[src/rtl/jk_count_seq.sv]
// jk_count_seq: modulo up/down counter that drives an external JK flip-flop bank.
// Computes the next count value and issues registered J/K excitations that move the
// bank from the current count to the next one. The bank's Q outputs are fed back and
// checked against the expected bank value. A mismatch latches a sticky error and
// freezes the counter in FAULT until reset.
//
// Ports:
//   clk        rising-edge clock, shared with the JK bank
//   rst        synchronous active-high reset
//   en         count enable
//   up         direction (1 = up, 0 = down)
//   load_valid load request
//   load_data  value to load (clamped to MODULUS-1)
//   load_ready load accept, high only in RUN
//   q_fb       Q outputs fed back from the JK bank
//   j, k       registered J/K drive per bank bit
//   count      target count value
//   tc         terminal-count decode (RUN only)
//   err        sticky feedback-mismatch flag
module jk_count_seq #(
  parameter int WIDTH   = 4,
  parameter int MODULUS = 10
) (
  input  logic             clk,
  input  logic             rst,
  input  logic             en,
  input  logic             up,
  input  logic             load_valid,
  input  logic [WIDTH-1:0] load_data,
  output logic             load_ready,
  input  logic [WIDTH-1:0] q_fb,
  output logic [WIDTH-1:0] j,
  output logic [WIDTH-1:0] k,
  output logic [WIDTH-1:0] count,
  output logic             tc,
  output logic             err
);

  typedef enum logic [1:0] {CLR, RUN, LOAD, FAULT} state_t;

  localparam logic [WIDTH-1:0] MAXV    = WIDTH'(MODULUS - 1);
  localparam logic [WIDTH:0]   MOD_EXT = (WIDTH + 1)'(MODULUS);

  state_t           state, state_nxt;
  logic [WIDTH-1:0] count_r, count_nxt;
  logic [WIDTH-1:0] exp_r;
  logic [WIDTH-1:0] j_nxt, k_nxt;
  logic             err_nxt;
  logic             armed, armed_nxt;
  logic [WIDTH-1:0] target;
  logic [WIDTH-1:0] load_clamped;
  logic [WIDTH-1:0] inc_val, dec_val;
  logic             mismatch;
  logic             accept;

  assign load_ready   = (state == RUN);
  assign accept       = load_valid & load_ready;
  assign load_clamped = ({1'b0, load_data} >= MOD_EXT) ? MAXV : load_data;
  assign inc_val      = (count_r == MAXV) ? '0 : count_r + WIDTH'(1);
  assign dec_val      = (count_r == '0) ? MAXV : count_r - WIDTH'(1);
  // armed stays low through the first RUN cycle: the bank has only just been cleared.
  assign mismatch     = armed & (q_fb != exp_r);

  assign count = count_r;
  assign tc    = (state == RUN) & (up ? (count_r == MAXV) : (count_r == '0));

  always_ff @(posedge clk) begin
    if (rst) begin
      state   <= CLR;
      count_r <= '0;
      exp_r   <= '0;
      j       <= '0;
      k       <= '1;
      err     <= 1'b0;
      armed   <= 1'b0;
    end else begin
      state   <= state_nxt;
      count_r <= count_nxt;
      exp_r   <= count_r;
      j       <= j_nxt;
      k       <= k_nxt;
      err     <= err_nxt;
      armed   <= armed_nxt;
    end
  end

  always_comb begin
    state_nxt = state;
    count_nxt = count_r;
    j_nxt     = '0;
    k_nxt     = '0;
    err_nxt   = err;
    armed_nxt = armed;
    target    = count_r;
    unique case (state)
      CLR: begin
        state_nxt = RUN;
        armed_nxt = 1'b0;
      end
      RUN: begin
        if (mismatch) begin
          state_nxt = FAULT;
          err_nxt   = 1'b1;
        end else begin
          armed_nxt = 1'b1;
          if (accept) begin
            target    = load_clamped;
            state_nxt = LOAD;
          end else if (en) begin
            target = up ? inc_val : dec_val;
          end
          count_nxt = target;
          // Bits rising get J, bits falling get K; unchanged bits stay 0/0.
          j_nxt = ~count_r & target;
          k_nxt = count_r & ~target;
        end
      end
      LOAD: begin
        if (mismatch) begin
          state_nxt = FAULT;
          err_nxt   = 1'b1;
        end else begin
          state_nxt = RUN;
          armed_nxt = 1'b1;
        end
      end
      FAULT: begin
        err_nxt = 1'b1;
      end
    endcase
  end

endmodule

[config.mk]
export PLATFORM = sky130hd
export DESIGN_NAME = jk_count_seq
export DESIGN_NICKNAME = d
export VERILOG_FILES = /design/src/rtl/jk_count_seq.sv
export SDC_FILE = /design/constraint.sdc
export NUM_CORES = 1
export LEC_CHECK = 0
export CAP_MARGIN = 40
export CORE_ASPECT_RATIO = 0.6
export CORE_MARGIN = 2
export CORE_UTILIZATION = 30
export DETAILED_ROUTE_END_ITERATION = 8
export PLACE_DENSITY = 0.56
export RECOVER_POWER = 50
export SETUP_SLACK_MARGIN = 0.4
export SLEW_MARGIN = 20
export SYNTH_ARGS = -nofsm -noshare
export SYNTH_HDL_FRONTEND = slang
export SYNTH_SLANG_ARGS = --single-unit
[constraint.sdc]
create_clock -name clk -period 1.61 [get_ports clk]
set_input_delay 0.322 -clock clk [delete_from_list [all_inputs] [get_ports clk]]
set_output_delay 0.322 -clock clk [all_outputs]
set_load 0.05 [all_outputs]
==> impl_summary.log, run 1 <==
INFO  metric outcome = finished, violations left
INFO  metric violations = negative setup slack
INFO  metric dpl.hpwl = 1960 µm
INFO  metric synth_cells = approximately 120
INFO  metric r2r_start = exp_r[2]$_SDFF_PP0_
INFO  metric power.combinational.fraction = 63.7%
INFO  metric cp.required = 1290 ps
INFO  metric layout_setup_ws = -37.6 ps
INFO  metric clock_sink_count = 20
INFO  metric postSynth.topFlopCell = sky130_fd_sc_hd__dfxtp_1
INFO  metric yosys-mux-area-fraction = 2.04%
INFO  metric dieArea = 3970 µm²
INFO  metric core_area = 3280 µm²
INFO  metric number_of_antenna_violations_at_the_first_check_in_global_routing = 0
INFO  metric mappedNetlistNets = 139
INFO  metric antenna_cells_inserted = 0
INFO  metric cts_hold_buf = 0
INFO  metric placement_rows = 16
INFO  metric crit_arrival = between 1000 and 1500 ps
INFO  metric detail_route.first_pass.iterations = 4
INFO  metric area_growth = 82.8%
INFO  metric crit_type = reg -> out
INFO  metric post_drt_via_cell_ratio = 4.77
INFO  metric number_of_flops_mapped_to_enable_cells_by_yosys = 0
INFO  metric finalWeightedCongestion = about 0.83
INFO  metric max_clock_freq = between 600 and 700 MHz
INFO  metric cts_htree_levels = 1
INFO  metric place.detailed.instances = 200
INFO  metric post-place-ws = -443 ps
INFO  metric skew = 4.54 ps
INFO  metric layout_worst_path_cycle_share = 102%
INFO  metric fin_worst_hold_slack = ~510 ps
INFO  metric root_buffer = sky130_fd_sc_hd__clkbuf_8
INFO  metric yosys.area_share.simple = between 20% and 30%
INFO  metric synthesis_stage_register_bit_count = 20
INFO  metric synth_xor_xnor_area_share = between 5 and 6%
INFO  metric drv_slew = 0
INFO  metric detailedRoute.firstIterationViolations = 43
INFO  metric synth.yosys.warnings = 0
INFO  metric power_report.internal_total = 2.18 mW
INFO  metric power_density = 1970 nW/µm²
INFO  metric rsz0062_at_grt = true
INFO  metric synth.lib_cells_used.distinct = 40
INFO  metric report.final.hold_viol_count = 0
INFO  metric power_switching = 1.58 mW
INFO  metric vdd.ir_drop.worst = 0.000908 V
INFO  metric yosysSeqAreaShare = 38.5%
INFO  metric port_buffers = 27
INFO  metric post_synthesis_share_of_cell_area_spent_on_full_adders_half_adders_and_majority_gates = between 3 and 4%
INFO  metric grt_pass1_vias = around 1000
INFO  metric switching_share = 42.1%
INFO  metric slowest_delay = 390 ps
INFO  metric timing_worst_slew_pin_value = 310 ps
INFO  metric drt_drc_violations_left = 0
INFO  metric final_nets = 188
INFO  metric routedWlPerCell = between 10 and 15 µm
INFO  metric power_leakage = about 0.77 nW
INFO  metric postRouteWirelength = around 3200 µm
INFO  metric layout.cells.most_common = sky130_fd_sc_hd__buf_4
INFO  metric power_share_of_the_clock_group = 13.8%
INFO  metric power.share.sequential = 22.6%
INFO  metric dominant_combinational_cell_family_by_area_after_synthesis = simple AND/OR/NAND/NOR gates
INFO  metric grtUsageTotal = 16.0%
INFO  metric grt-ovfl-total = 0
INFO  metric avgSynthCellArea = 8.46 µm²
INFO  metric timing.max_slew.rel_slack = 79.3%
INFO  metric critPathSlowestCell = sky130_fd_sc_hd__or3_4
INFO  metric tritoncts_buffers = 3
INFO  metric cts.path.max_buffers = 2
INFO  metric report.final.setup_viol = 3
INFO  metric layout-drive-gt1-share = 53.2%
INFO  metric grt_pass1_wl = 4750 µm
INFO  metric postRouteAntennaNets = 0
INFO  metric cp_top_family = simple AND/OR/NAND/NOR gates
INFO  metric die_h = slightly below 50 µm
INFO  metric cts_tree = done
INFO  metric postSynth.asyncResetShare = 0%
INFO  metric min-delay-start = err$_SDFFE_PP0P_
INFO  metric synth_compound_area_share = between 20% and 30%
INFO  metric final_period_minus_worst_setup_slack = ~1600 ps
INFO  metric max-cap-violations = 0
INFO  metric die-width = 80.1 µm
INFO  metric timing.critical_path.from_type = flip-flop
INFO  metric initial_core_util = 31.7%
INFO  metric final_cell_mix = sky130_fd_sc_hd__buf_4, sky130_fd_sc_hd__nor2_1, sky130_fd_sc_hd__dfxtp_1, sky130_fd_sc_hd__buf_12
INFO  metric pin_count_of_the_biggest_net_entering_global_routing = 16
INFO  metric post_synth_instance_area = 1040 µm²
INFO  metric critical_path.max_fanout = 3
INFO  metric insertion_delay = 270 ps
INFO  metric stdcell_count = 216
INFO  metric crit_chain = or3_4 -> a21oi_4 -> buf_12
INFO  metric crit_start = count[0]$_SDFFE_PP0P_
INFO  metric clock_pin_slew_on_the_worst_setup_and_hold_paths = 80 ps
INFO  metric worstSetupEndpointType = output pin
INFO  metric timing.critical_path.buf_inv = 1
INFO  metric worst_hold_path_type = reg -> reg
INFO  metric num_vias = 1031
INFO  metric io_pins = 28
-- worst paths after layout --
| kind | to | slack (ps) | depth (start not counted) |
|---|---|---|---|
| worst max register to register | state[1]$_SDFFE_PP0P_ | -20 | 6 |
| worst min register to register | err$_SDFFE_PP0P_ | 510 | 2 |
| worst min-delay path | err$_SDFFE_PP0P_ | 510 | 2 |
| worst max-delay path | tc | -40 | 3 |
-- cells by family (layout without fill, tap and decap cells) --
logic type	count (synthesis)	after routing
mux	2	2
flops	20	20
buf+inv	15	63
fa+ha+maj	3	3
compound gates	28	28
xor+xnor	6	6
simple gates	49	49
-- state kept, by name (all words and copies together) (netlist names) --
| register | count |
|---|---|
| err | 1 |
| exp_r | 4 |
| armed | 1 |
| count | 4 |
| j | 4 |
| k | 4 |
| state | 2 |
-- metal layers --
metal  wire [µm]  part of all wire, %  vias up  GRT usage [%]
met5           0                    0        -              0
met4          33                  1.0        0           4.24
met3         246                  7.8        4           4.95
met2        1330                   42       36           23.8
li1            -                    -      524              -
met1        1540                   49      467           22.5
-- power groups by stage --
stage               Clock [mW]  Combinational, mW  Sequential (mW)
floorplan                    0               1.03             1.04
global placement             0               1.70            0.896
detailed placement           0               1.71            0.902
CTS                      0.521               2.22            0.844
global route             0.545               2.53            0.867
finish                   0.518               2.39            0.847
-- cells in the mapped netlist (2+ instances only) --
master                     number  share of area, %
sky130_fd_sc_hd__dfxtp_1       20                38
sky130_fd_sc_hd__nor2_1        15               5.4
sky130_fd_sc_hd__inv_1          8               2.9
sky130_fd_sc_hd__nand2_1        8               2.9
sky130_fd_sc_hd__o21ai_0        6               2.9
sky130_fd_sc_hd__clkbuf_1       5               1.8
sky130_fd_sc_hd__nor2b_1        5               3.0
sky130_fd_sc_hd__a211oi_1       4               2.9
sky130_fd_sc_hd__xor2_1         4               3.4
sky130_fd_sc_hd__a21oi_1        3               1.4
sky130_fd_sc_hd__and2_1         3               1.8
sky130_fd_sc_hd__ha_1           3               3.6
sky130_fd_sc_hd__nor3_1         3               1.4
sky130_fd_sc_hd__a31o_1         2               1.7
sky130_fd_sc_hd__a31o_2         2               1.7
sky130_fd_sc_hd__nand2b_1       2               1.2
sky130_fd_sc_hd__nand3_1        2              0.96
sky130_fd_sc_hd__nand3b_1       2               1.4
sky130_fd_sc_hd__nand4b_1       2               1.7
sky130_fd_sc_hd__nor4_1         2               1.2
sky130_fd_sc_hd__o22ai_1        2               1.2
sky130_fd_sc_hd__xnor2_1        2               1.7
-- per-stage QoR --
step / total power, mW / util (%) / cell area, µm² / TNS [ps]
finish: 3.76 / 58.0 / 1900 / -64.4
global route: 3.94 / 58.0 / 1900 / -604
CTS: 3.58 / 56.0 / 1840 / -65.4
detailed placement: 2.62 / 47.2 / 1550 / -5720
global placement: 2.60 / 47.2 / 1550 / -5180
floorplan: 2.07 / - / 1160 / -53.7
-- layout make-up --
| cell class | count | area, µm² |
|---|---|---|
| timing repair buffer | 51 | 529 |
| sequential | 20 | 423 |
| tap | 45 | 56.3 |
| multi-input combinational | 88 | 793 |
| fill | 295 | 1380 |
| inverter | 8 | 30.0 |
| clock inverter | 1 | 30.0 |
| clock buffer | 3 | 41.3 |
-- repair_timing --
| item | in CTS | in global routing |
|---|---|---|
| gates resized for setup | 42 | 9 |
| pin swaps | 17 | 5 |
| buffers inserted | 8 | 4 |
| setup endpoints to repair | 21 | 22 |
-- worst register-to-register path, stage by stage (launching register included) --
cell and delay, ps:
sky130_fd_sc_hd__dfxtp_2 340, sky130_fd_sc_hd__xor2_2 190, sky130_fd_sc_hd__o41ai_4 110, sky130_fd_sc_hd__buf_4 150, sky130_fd_sc_hd__a31o_4 240, sky130_fd_sc_hd__or3b_4 370, sky130_fd_sc_hd__a21oi_2 150
(Power assumes the default switching activity.)
==> run 2, diff against run 1 <==
--- a/config.mk
+++ b/config.mk
@@ -7,7 +7,6 @@
 export LEC_CHECK = 0
 export CAP_MARGIN = 40
 export CORE_ASPECT_RATIO = 0.6
-export CORE_MARGIN = 2
 export CORE_UTILIZATION = 30
 export DETAILED_ROUTE_END_ITERATION = 8
 export PLACE_DENSITY = 0.56
==> run 2 against run 1 <==
Compared with the run above: the flow still finishes with violations (negative setup slack); clock skew increased by 1.0 ps; non-clock buffer count fell by 5; largest cell class unchanged; total power is 2.7% lower.
==> impl_summary.log, run 2 (same netlist as run 1, synthesis figures left out) <==
INFO  metric outcome = finished, violations left
INFO  metric violations = negative setup slack
INFO  metric power_share_of_the_clock_group = 13.8%
INFO  metric rr_endpoint = k[1]$_SDFF_PP1_
INFO  metric drv_slew = 0
INFO  metric crit_start = exp_r[0]$_SDFF_PP0_
INFO  metric cts_htree_levels = 1
INFO  metric layout-drive-gt1-share = 49.4%
INFO  metric rsz0062_at_grt = true
INFO  metric antenna_cells_inserted = 0
INFO  metric die_h = 47.6 µm
INFO  metric die-width = 78.1 µm
INFO  metric vdd.ir_drop.worst = ~0.00095 V
INFO  metric detail_route.first_pass.iterations = 4
INFO  metric final_nets = 183
INFO  metric cts_tree = done
INFO  metric timing_worst_slew_pin_value = 342 ps
INFO  metric max_clock_freq = 604 MHz
INFO  metric clock_sink_count = 20
INFO  metric grt_pass1_vias = 890
INFO  metric power_density = 1970 nW/µm²
INFO  metric placement_rows = 16
INFO  metric timing.critical_path.from_type = flip-flop
INFO  metric number_of_antenna_violations_at_the_first_check_in_global_routing = 0
INFO  metric post_drt_via_cell_ratio = 4.91
INFO  metric switching_share = 42.2%
INFO  metric postRouteWirelength = 3030 µm
INFO  metric power.share.sequential = 23.0%
INFO  metric power_leakage = 0.756 nW
INFO  metric final_cell_mix = sky130_fd_sc_hd__buf_4, sky130_fd_sc_hd__nor2_1, sky130_fd_sc_hd__dfxtp_1, sky130_fd_sc_hd__inv_1
INFO  metric io_pins = 28
INFO  metric cts_hold_buf = 0
INFO  metric grtUsageTotal = 16.2%
INFO  metric max-cap-violations = 0
INFO  metric cp.required = 1810 ps
INFO  metric port_buffers = 27
INFO  metric power_report.internal_total = 2.11 mW
INFO  metric power.combinational.fraction = 63.1%
INFO  metric grt_pass1_wl = 4380 µm
INFO  metric report.final.setup_viol = 8
INFO  metric worstRegToRegCells = 5
INFO  metric totalNegativeSetupSlack = -153 ps
INFO  metric routedWlPerCell = between 10 and 15 µm
INFO  metric dpl.hpwl = 1960 µm
INFO  metric worstSetupEndpointType = flip-flop
INFO  metric drt_drc_violations_left = 0
INFO  metric insertion_delay = 260 ps
INFO  metric cp-endpoint = k[1]$_SDFF_PP1_
INFO  metric num_vias = 1036
INFO  metric crit_type = reg -> reg
INFO  metric final_period_minus_worst_setup_slack = around 1700 ps
INFO  metric area_growth = 78.6%
INFO  metric cts.path.max_buffers = 2
INFO  metric place.detailed.instances = 199
INFO  metric finalWeightedCongestion = slightly below 0.9
INFO  metric layout_worst_path_cycle_share = 103%
INFO  metric tritoncts_buffers = 3
INFO  metric crit_arrival = ~1900 ps
INFO  metric pin_count_of_the_biggest_net_entering_global_routing = 16
INFO  metric layout_setup_ws = -45.9 ps
INFO  metric clock_pin_slew_on_the_worst_setup_and_hold_paths = about 80 ps
INFO  metric skew = 5.58 ps
INFO  metric grt-ovfl-total = 0
INFO  metric power_switching = approximately 1.5 mW
INFO  metric worst_hold_path_type = reg -> reg
INFO  metric r2r_start = exp_r[0]$_SDFF_PP0_
INFO  metric report.final.hold_viol_count = 0
INFO  metric root_buffer = sky130_fd_sc_hd__clkbuf_8
INFO  metric dieArea = 3720 µm²
INFO  metric timing.max_slew.rel_slack = 77.1%
INFO  metric ff2ff_setup_slack = -50 ps
INFO  metric detailedRoute.firstIterationViolations = 67
INFO  metric critical_path.max_fanout = 6
INFO  metric num-fill-cells = 298
INFO  metric layout.cells.most_common = sky130_fd_sc_hd__buf_4
INFO  metric stdcell_count = roughly 210
INFO  metric initial_core_util = 31.7%
INFO  metric core_area = 3280 µm²
INFO  metric postRouteAntennaNets = 0
==> run 2: worst min path at each step <==
stage	from	cells past startpoint	slack, ps	endpoint
after CTS	state[1]$_SDFFE_PP0P_	2	490	state[1]$_SDFFE_PP0P_
after detailed placement	err$_SDFFE_PP0P_	2	470	err$_SDFFE_PP0P_
after floorplan	rst	1	390	exp_r[1]$_SDFF_PP0_
after global routing	err$_SDFFE_PP0P_	2	540	err$_SDFFE_PP0P_
final	err$_SDFFE_PP0P_	2	500	err$_SDFFE_PP0P_
after global placement	err$_SDFFE_PP0P_	2	460	err$_SDFFE_PP0P_
==> run 2: per-stage QoR <==
step                worst slack (ps)  hold slack, ps  power [mW]  utilization, %  instance area, µm²
finish                         -45.9             502        3.65            56.6                1860
global route                    -137             539        3.85            56.6                1860
CTS                            -25.7             487        3.38            53.5                1760
detailed placement              -432             472        2.62            47.0                1540
global placement                -422             464        2.61            47.0                1540
floorplan                      -31.5             394        2.07               -                1160
==> run 2: power groups by stage <==
stage          sequential [mW]  clock (mW)  combinational (mW)
6_report                 0.841       0.506                2.31
5_1_grt                  0.863       0.540                2.44
4_1_cts                  0.829       0.516                2.04
3_5_place_dp             0.855           0                1.77
3_3_place_gp             0.849           0                1.77
2_1_floorplan             1.04           0                1.03
==> run 2: layout make-up <==
cell class,count,area [µm²],share of cell area [%]
Tap cell,45,56.3,3.03
Sequential cell,20,425,22.9
Clock buffer,3,41.3,2.22
Clock inverter,1,30.0,1.62
Timing Repair Buffer,46,475,25.6
Inverter,8,32.5,1.75
Multi-Input combinational cell,88,798,42.9
==> run 2: timing repair <==
item                                    CTS  global route
buffers inserted                          4             4
pin swaps                                19             9
resized for setup                        35            14
endpoints found under the setup margin   20            22
cloned                                    0             0
==> run 2: worst max-delay path, cell delays in order, from the launching register on <==
cell	delay, ps
sky130_fd_sc_hd__dfxtp_2	330
sky130_fd_sc_hd__xor2_2	180
sky130_fd_sc_hd__o41ai_4	430
sky130_fd_sc_hd__and2_4	280
sky130_fd_sc_hd__and4_1	230
sky130_fd_sc_hd__a21o_1	150
==> run 2: routing by layer <==
layer / global-route usage, % / routed length (µm) / up-vias
li1: - / - / 509
met1: 23.3 / 1460 / 489
met2: 22.5 / 1310 / 36
met3: 5.52 / 229 / 2
met4: 5.19 / 30 / 0
met5: 0 / 0 / -
